File: config.mk
export PLATFORM = sky130hd
export DESIGN_NAME = stopwatch_btn_cmd_flat
export DESIGN_NICKNAME = d
export VERILOG_FILES = /design/src/rtl/stopwatch_pkg.sv /design/src/rtl/stopwatch_btn_cmd_if.sv /design/src/rtl/btn_debounce.sv /design/src/rtl/stopwatch_btn_cmd.sv /design/src/flat_wrapper.sv
export SDC_FILE = /design/constraint.sdc
export NUM_CORES = 1
export LEC_CHECK = 0
export CORE_MARGIN = 2
export CORE_UTILIZATION = 66
export CTS_BUF_LIST = sky130_fd_sc_hd__clkbuf_4 sky130_fd_sc_hd__clkbuf_8
export DETAILED_ROUTE_END_ITERATION = 10
export PLACE_DENSITY = 0.85
export SETUP_SLACK_MARGIN = 0.5
export SLEW_MARGIN = 20
export SYNTH_ARGS = -nofsm -noshare
export SYNTH_HDL_FRONTEND = slang
export SYNTH_SLANG_ARGS = --single-unit
File: constraint.sdc
create_clock -name clk -period 3.75 [get_ports clk]
set_input_delay 0.375 -clock clk [delete_from_list [all_inputs] [get_ports clk]]
set_output_delay 0.375 -clock clk [all_outputs]
set_load 0.01 [all_outputs]
File: src/rtl/stopwatch_pkg.sv
// Shared stopwatch definitions: control-FSM state encodings and the default debounce length.
package stopwatch_pkg;

  typedef enum logic [1:0] {
    ST_IDLE    = 2'b00,
    ST_RUNNING = 2'b01,
    ST_PAUSED  = 2'b10,
    ST_ILLEGAL = 2'b11
  } status_e;

  // 10 ms at 50 MHz
  localparam int DB_CYCLES_DEFAULT = 500000;

  typedef enum logic [1:0] {
    CMD_NONE,
    CMD_START,
    CMD_STOP,
    CMD_RESET
  } cmd_e;

endpackage

File: src/rtl/stopwatch_btn_cmd_if.sv
// Button inputs, FSM status feedback and command pulses between the front end and the control FSM.
interface stopwatch_btn_cmd_if;
  // No handshake: every command pulse is a single cycle and is consumed by the FSM in that cycle.
  logic       btn_ss;
  logic       btn_rst;
  logic [1:0] status;
  logic       start;
  logic       stop;
  logic       reset;

  modport master (
    output btn_ss, btn_rst, status,
    input  start, stop, reset
  );

  modport slave (
    input  btn_ss, btn_rst, status,
    output start, stop, reset
  );
endinterface

File: src/rtl/btn_debounce.sv
// One pushbutton path: two-flop synchronizer, counting debouncer and rising-edge press detector.
module btn_debounce
  import stopwatch_pkg::*;
#(
  parameter int  DB_CYCLES = DB_CYCLES_DEFAULT,
  localparam int DB_W      = $clog2(DB_CYCLES)
) (
  input  logic clk,
  input  logic rst,
  input  logic btn_raw,
  output logic level,
  output logic press
);

  logic [1:0]      sync_ff;
  logic            sync;
  logic            level_d;
  logic [DB_W-1:0] cnt;

  assign sync = sync_ff[1];

  // Any cycle where sync agrees with level restarts the count from zero.
  always_ff @(posedge clk or posedge rst) begin
    if (rst) begin
      sync_ff <= 2'b00;
      level   <= 1'b0;
      level_d <= 1'b0;
      cnt     <= '0;
    end else begin
      sync_ff <= {sync_ff[0], btn_raw};
      level_d <= level;
      if (sync == level) begin
        cnt <= '0;
      end else if (cnt == DB_W'(DB_CYCLES - 1)) begin
        level <= ~level;
        cnt   <= '0;
      end else begin
        cnt <= cnt + DB_W'(1);
      end
    end
  end

  assign press = level & ~level_d;

endmodule

File: src/rtl/stopwatch_btn_cmd.sv
// Command front end: debounces both buttons and turns presses into start/stop/reset pulses.
module stopwatch_btn_cmd
  import stopwatch_pkg::*;
#(
  parameter int DB_CYCLES = DB_CYCLES_DEFAULT
) (
  input  logic                 clk,
  input  logic                 rst,
  stopwatch_btn_cmd_if.slave   bus,
  output logic [1:0]           dbg_level
);

  logic level_ss, level_rst;
  logic press_ss, press_rst;
  cmd_e cmd;
  logic start_q, stop_q, reset_q;

  btn_debounce #(.DB_CYCLES(DB_CYCLES)) u_db_ss (
    .clk     (clk),
    .rst     (rst),
    .btn_raw (bus.btn_ss),
    .level   (level_ss),
    .press   (press_ss)
  );

  btn_debounce #(.DB_CYCLES(DB_CYCLES)) u_db_rst (
    .clk     (clk),
    .rst     (rst),
    .btn_raw (bus.btn_rst),
    .level   (level_rst),
    .press   (press_rst)
  );

  assign dbg_level = {level_rst, level_ss};

  // Reset wins a same-cycle collision; the start/stop press is dropped, not deferred.
  always_comb begin
    cmd = CMD_NONE;
    if (press_rst) begin
      cmd = CMD_RESET;
    end else if (press_ss) begin
      case (status_e'(bus.status))
        ST_IDLE, ST_PAUSED: cmd = CMD_START;
        ST_RUNNING:         cmd = CMD_STOP;
        default:            cmd = CMD_NONE;
      endcase
    end
  end

  always_ff @(posedge clk or posedge rst) begin
    if (rst) begin
      start_q <= 1'b0;
      stop_q  <= 1'b0;
      reset_q <= 1'b0;
    end else begin
      start_q <= (cmd == CMD_START);
      stop_q  <= (cmd == CMD_STOP);
      reset_q <= (cmd == CMD_RESET);
    end
  end

  assign bus.start = start_q;
  assign bus.stop  = stop_q;
  assign bus.reset = reset_q;

endmodule

File: src/flat_wrapper.sv
// flat-port wrapper written by rule: the top's interface ports become plain ports
module stopwatch_btn_cmd_flat import stopwatch_pkg::*;
#(
  parameter int DB_CYCLES = DB_CYCLES_DEFAULT
)
  (clk, rst, dbg_level, bus_btn_ss, bus_btn_rst, bus_status, bus_start, bus_stop, bus_reset);
  stopwatch_btn_cmd_if bus_i ();
  input  logic clk;
  input  logic rst;
  output logic [1:0] dbg_level;
  input wire logic [$bits(bus_i.btn_ss)-1:0] bus_btn_ss;
  input wire logic [$bits(bus_i.btn_rst)-1:0] bus_btn_rst;
  input wire logic [$bits(bus_i.status)-1:0] bus_status;
  output wire logic [$bits(bus_i.start)-1:0] bus_start;
  output wire logic [$bits(bus_i.stop)-1:0] bus_stop;
  output wire logic [$bits(bus_i.reset)-1:0] bus_reset;
  assign bus_i.btn_ss = bus_btn_ss;
  assign bus_i.btn_rst = bus_btn_rst;
  assign bus_i.status = bus_status;
  assign bus_start = bus_i.start;
  assign bus_stop = bus_i.stop;
  assign bus_reset = bus_i.reset;
  stopwatch_btn_cmd #(.DB_CYCLES(DB_CYCLES)) u_core (.clk(clk), .rst(rst), .bus(bus_i), .dbg_level(dbg_level));
endmodule
==> metrics <==
status=completed; Mapped Nets=221; Worst EP arrival=around 2300 ps; maxcap violations=0; Post-Route Utilization=74.8%; Yosys top cell area share=54.6%; largest area contributor in the netlist=dfrtp_1; register area share after synthesis=54.6%; antenna violations before repair=0; GRT overflow=0; Slew HR=47.9%; commonest non-fill, non-tap cell in the layout=dfrtp_1; Clock Path Buffers=2; WL met1=1.65 mm; initial core utilization=approximately two thirds; Post-Place Cells=263; TritonRoute pass-1 iters=4; pre-CTS setup slack=approximately 1800 ps; library cells used by synthesis=33; pin slew with the least headroom to its limit=781 ps; CTS HTree Levels=2; most frequent cells in the layout=dfrtp_1 (49), nor2_1 (32), xor2_1 (17); Final Instance Area=between 2000 and 2500 um2; Crit-path slowest cell=or4_4; worst path cell trace=ha_1 > nand3_1 > or4_4 > or3_1 > a21oi_1; via count=1621; Hold Slack=roughly 380 ps; CTS tree=built; CP max stage delay=600 ps; FF+latch count, synth=49; Layout Nets=232; Hold WC Path Type=register to register; final hold vios=0; Post-CTS Setup Repair Bufs=0; vias per cell=~6; syn_area_per_cell=10.6 um2; area of placed instances=2370 um2; Seq pwr share=56.9%; Sw Pwr=0.197 mW; GR Util All Layers=23.3%; die area=around 3900 um2; Finished Layout Cells=271; Max IR drop VDD=326 uV; hold_buf cts=0; I/O pin total=11; Core Box Area=between 3000 and 4000 um2; diode count=0; max layer used=met4; Int Power=around 0.76 mW; number of gates resized after CTS=0; DP HPWL=2.79 mm; final period utilization=52.9%; Met3 Wirelength=136 um; CTS buffer count=5; die span in x=approximately 62 um; main area contributors after synthesis=dfrtp_1 (55%), xor2_1 (6.6%), nor2_1 (5.3%), xnor2_1 (3.9%), nand4_1 (3.6%); DRC viols=0; total power=between 0.9 and 1 mW; P_leak=approximately 1.0 nW; Die Span Y=a little over 60 um; critical path class=register to register; drt total wl=4.03 mm; power share of the combinational group=3.4%; Root Driver=clkbuf_4; Post-Syn Area=2250 um2; worst path bufs/invs=0; Pwr Density=385 nW/um2; Sink Count=49; share of layout cells above drive strength 1=8.00%; fmax=504 MHz; fin. max-slew vios=0; routability-driven placement congestion ratio=0.897; Final ANT Viol Nets=0; crit end category=register; metal2 WL=~2.1 mm; clock power share=around 40%; Syn-to-layout area delta=10.2%; setup_tns=0 ps; peak fanout along the critical path=5; largest net degree at the start of global routing=50; Worst setup SP type=register; Setup-failing EPs final=0; Net Sw Frac=20.6%; CP required=between 4000 and 5000 ps; Cells after Synth=213; Tmin final=1990 ps; unrepaired setup endpoints after global routing=no; initial DRC count=104; # rows=21; drt wl/cell=14.9 um; Final Skew=8.70 ps; slack of the critical path=between 1500 and 2000 ps; vias in the first global route=1651; Crit path max-delay family=simple AND/OR/NAND/NOR gates; synth warn=0; clock-pin transition on the worst setup and hold timing paths=about 140 ps; first-pass GRT wire length=~7 mm; IO buf count=10; Clock Latency Late Sink=between 300 and 400 ps
-- power by group through the flow --
stage,logic (mW),registers [mW],clock network (mW)
2_1_floorplan,0.0224,0.551,0
3_3_place_gp,0.0312,0.552,0
3_5_place_dp,0.0327,0.552,0
4_1_cts,0.0329,0.543,0.382
5_1_grt,0.0383,0.545,0.405
6_report,0.0319,0.543,0.378
-- cell families after synthesis --
kind of cell,Yosys count,synth area share (%)
and+or+nand+nor,100,24.9
DFF,49,54.6
xor gates and xnor gates,27,10.5
AOI/OAI and AO/OA,20,5.18
buffers and inverters,13,2.73
muxes,2,1.00
adders and majority gates,2,1.11
-- layout make-up --
cell class / count / area (um2)
Inverter: 7 / 27.5
Sequential cell: 49 / 1230
Clock buffer: 5 / 37.5
Fill cell: 242 / 833
Clock inverter: 3 / 68.8
Multi-Input combinational cell: 151 / 960
Timing Repair Buffer: 10 / 100
Tap cell: 46 / 57.6
-- synthesized netlist by cell type --
cell	n
a21oi_1	9
o31ai_1	2
and4_1	4
ha_1	2
o21ai_0	6
nor3b_1	1
nor4bb_1	2
inv_1	7
and2_1	2
or4_1	2
nand3b_1	1
a31o_2	1
xnor2_1	10
nand4_1	13
buf_2	4
or3b_2	1
nor4_1	4
nor2b_1	1
nor2_1	32
nand3_1	10
nor3_1	2
mux2_2	2
o21ai_2	2
dfrtp_1	49
nand2_1	10
nor4b_1	2
nand4_4	1
or3_1	6
and4_2	1
or4_4	1
and3_1	4
buf_4	2
xor2_1	17
-- state kept, by name (all words and copies together) (netlist names) --
register and flops:
u_core.bus.reset 1, u_core.u_db_ss.level 1, u_core.u_db_ss.sync_ff 2, u_core.u_db_rst.sync_ff 2
u_core.u_db_rst.level_d 1, u_core.bus.stop 1, u_core.u_db_ss.cnt 19, u_core.u_db_rst.cnt 19
u_core.u_db_ss.level_d 1, u_core.u_db_rst.level 1, u_core.bus.start 1
-- layer usage --
metal,track usage (%),vias up
met2,40.8,38
met4,10.8,0
met5,0,-
met1,28.5,799
met3,3.62,14
li1,-,770
-- path summary, 6_finish.rpt --
check / start / endpoint / slack (ps) / cells past startpoint
worst max-delay path: u_core.u_db_ss.cnt[0] / u_core.u_db_ss.cnt[18] / 1760 / 5
worst min-delay path: u_core.u_db_ss.sync_ff[0] / u_core.u_db_ss.sync_ff[1] / 380 / 0
worst max register to register: u_core.u_db_ss.cnt[0] / u_core.u_db_ss.cnt[18] / 1760 / 5
worst min register to register: u_core.u_db_ss.sync_ff[0] / u_core.u_db_ss.sync_ff[1] / 380 / 0
max in group asynchronous: rst / u_core.u_db_rst.cnt[6] / 2850 / 2
min in group asynchronous: rst / u_core.u_db_rst.sync_ff[1] / 420 / 2
Power figures use the tool's default switching activity.
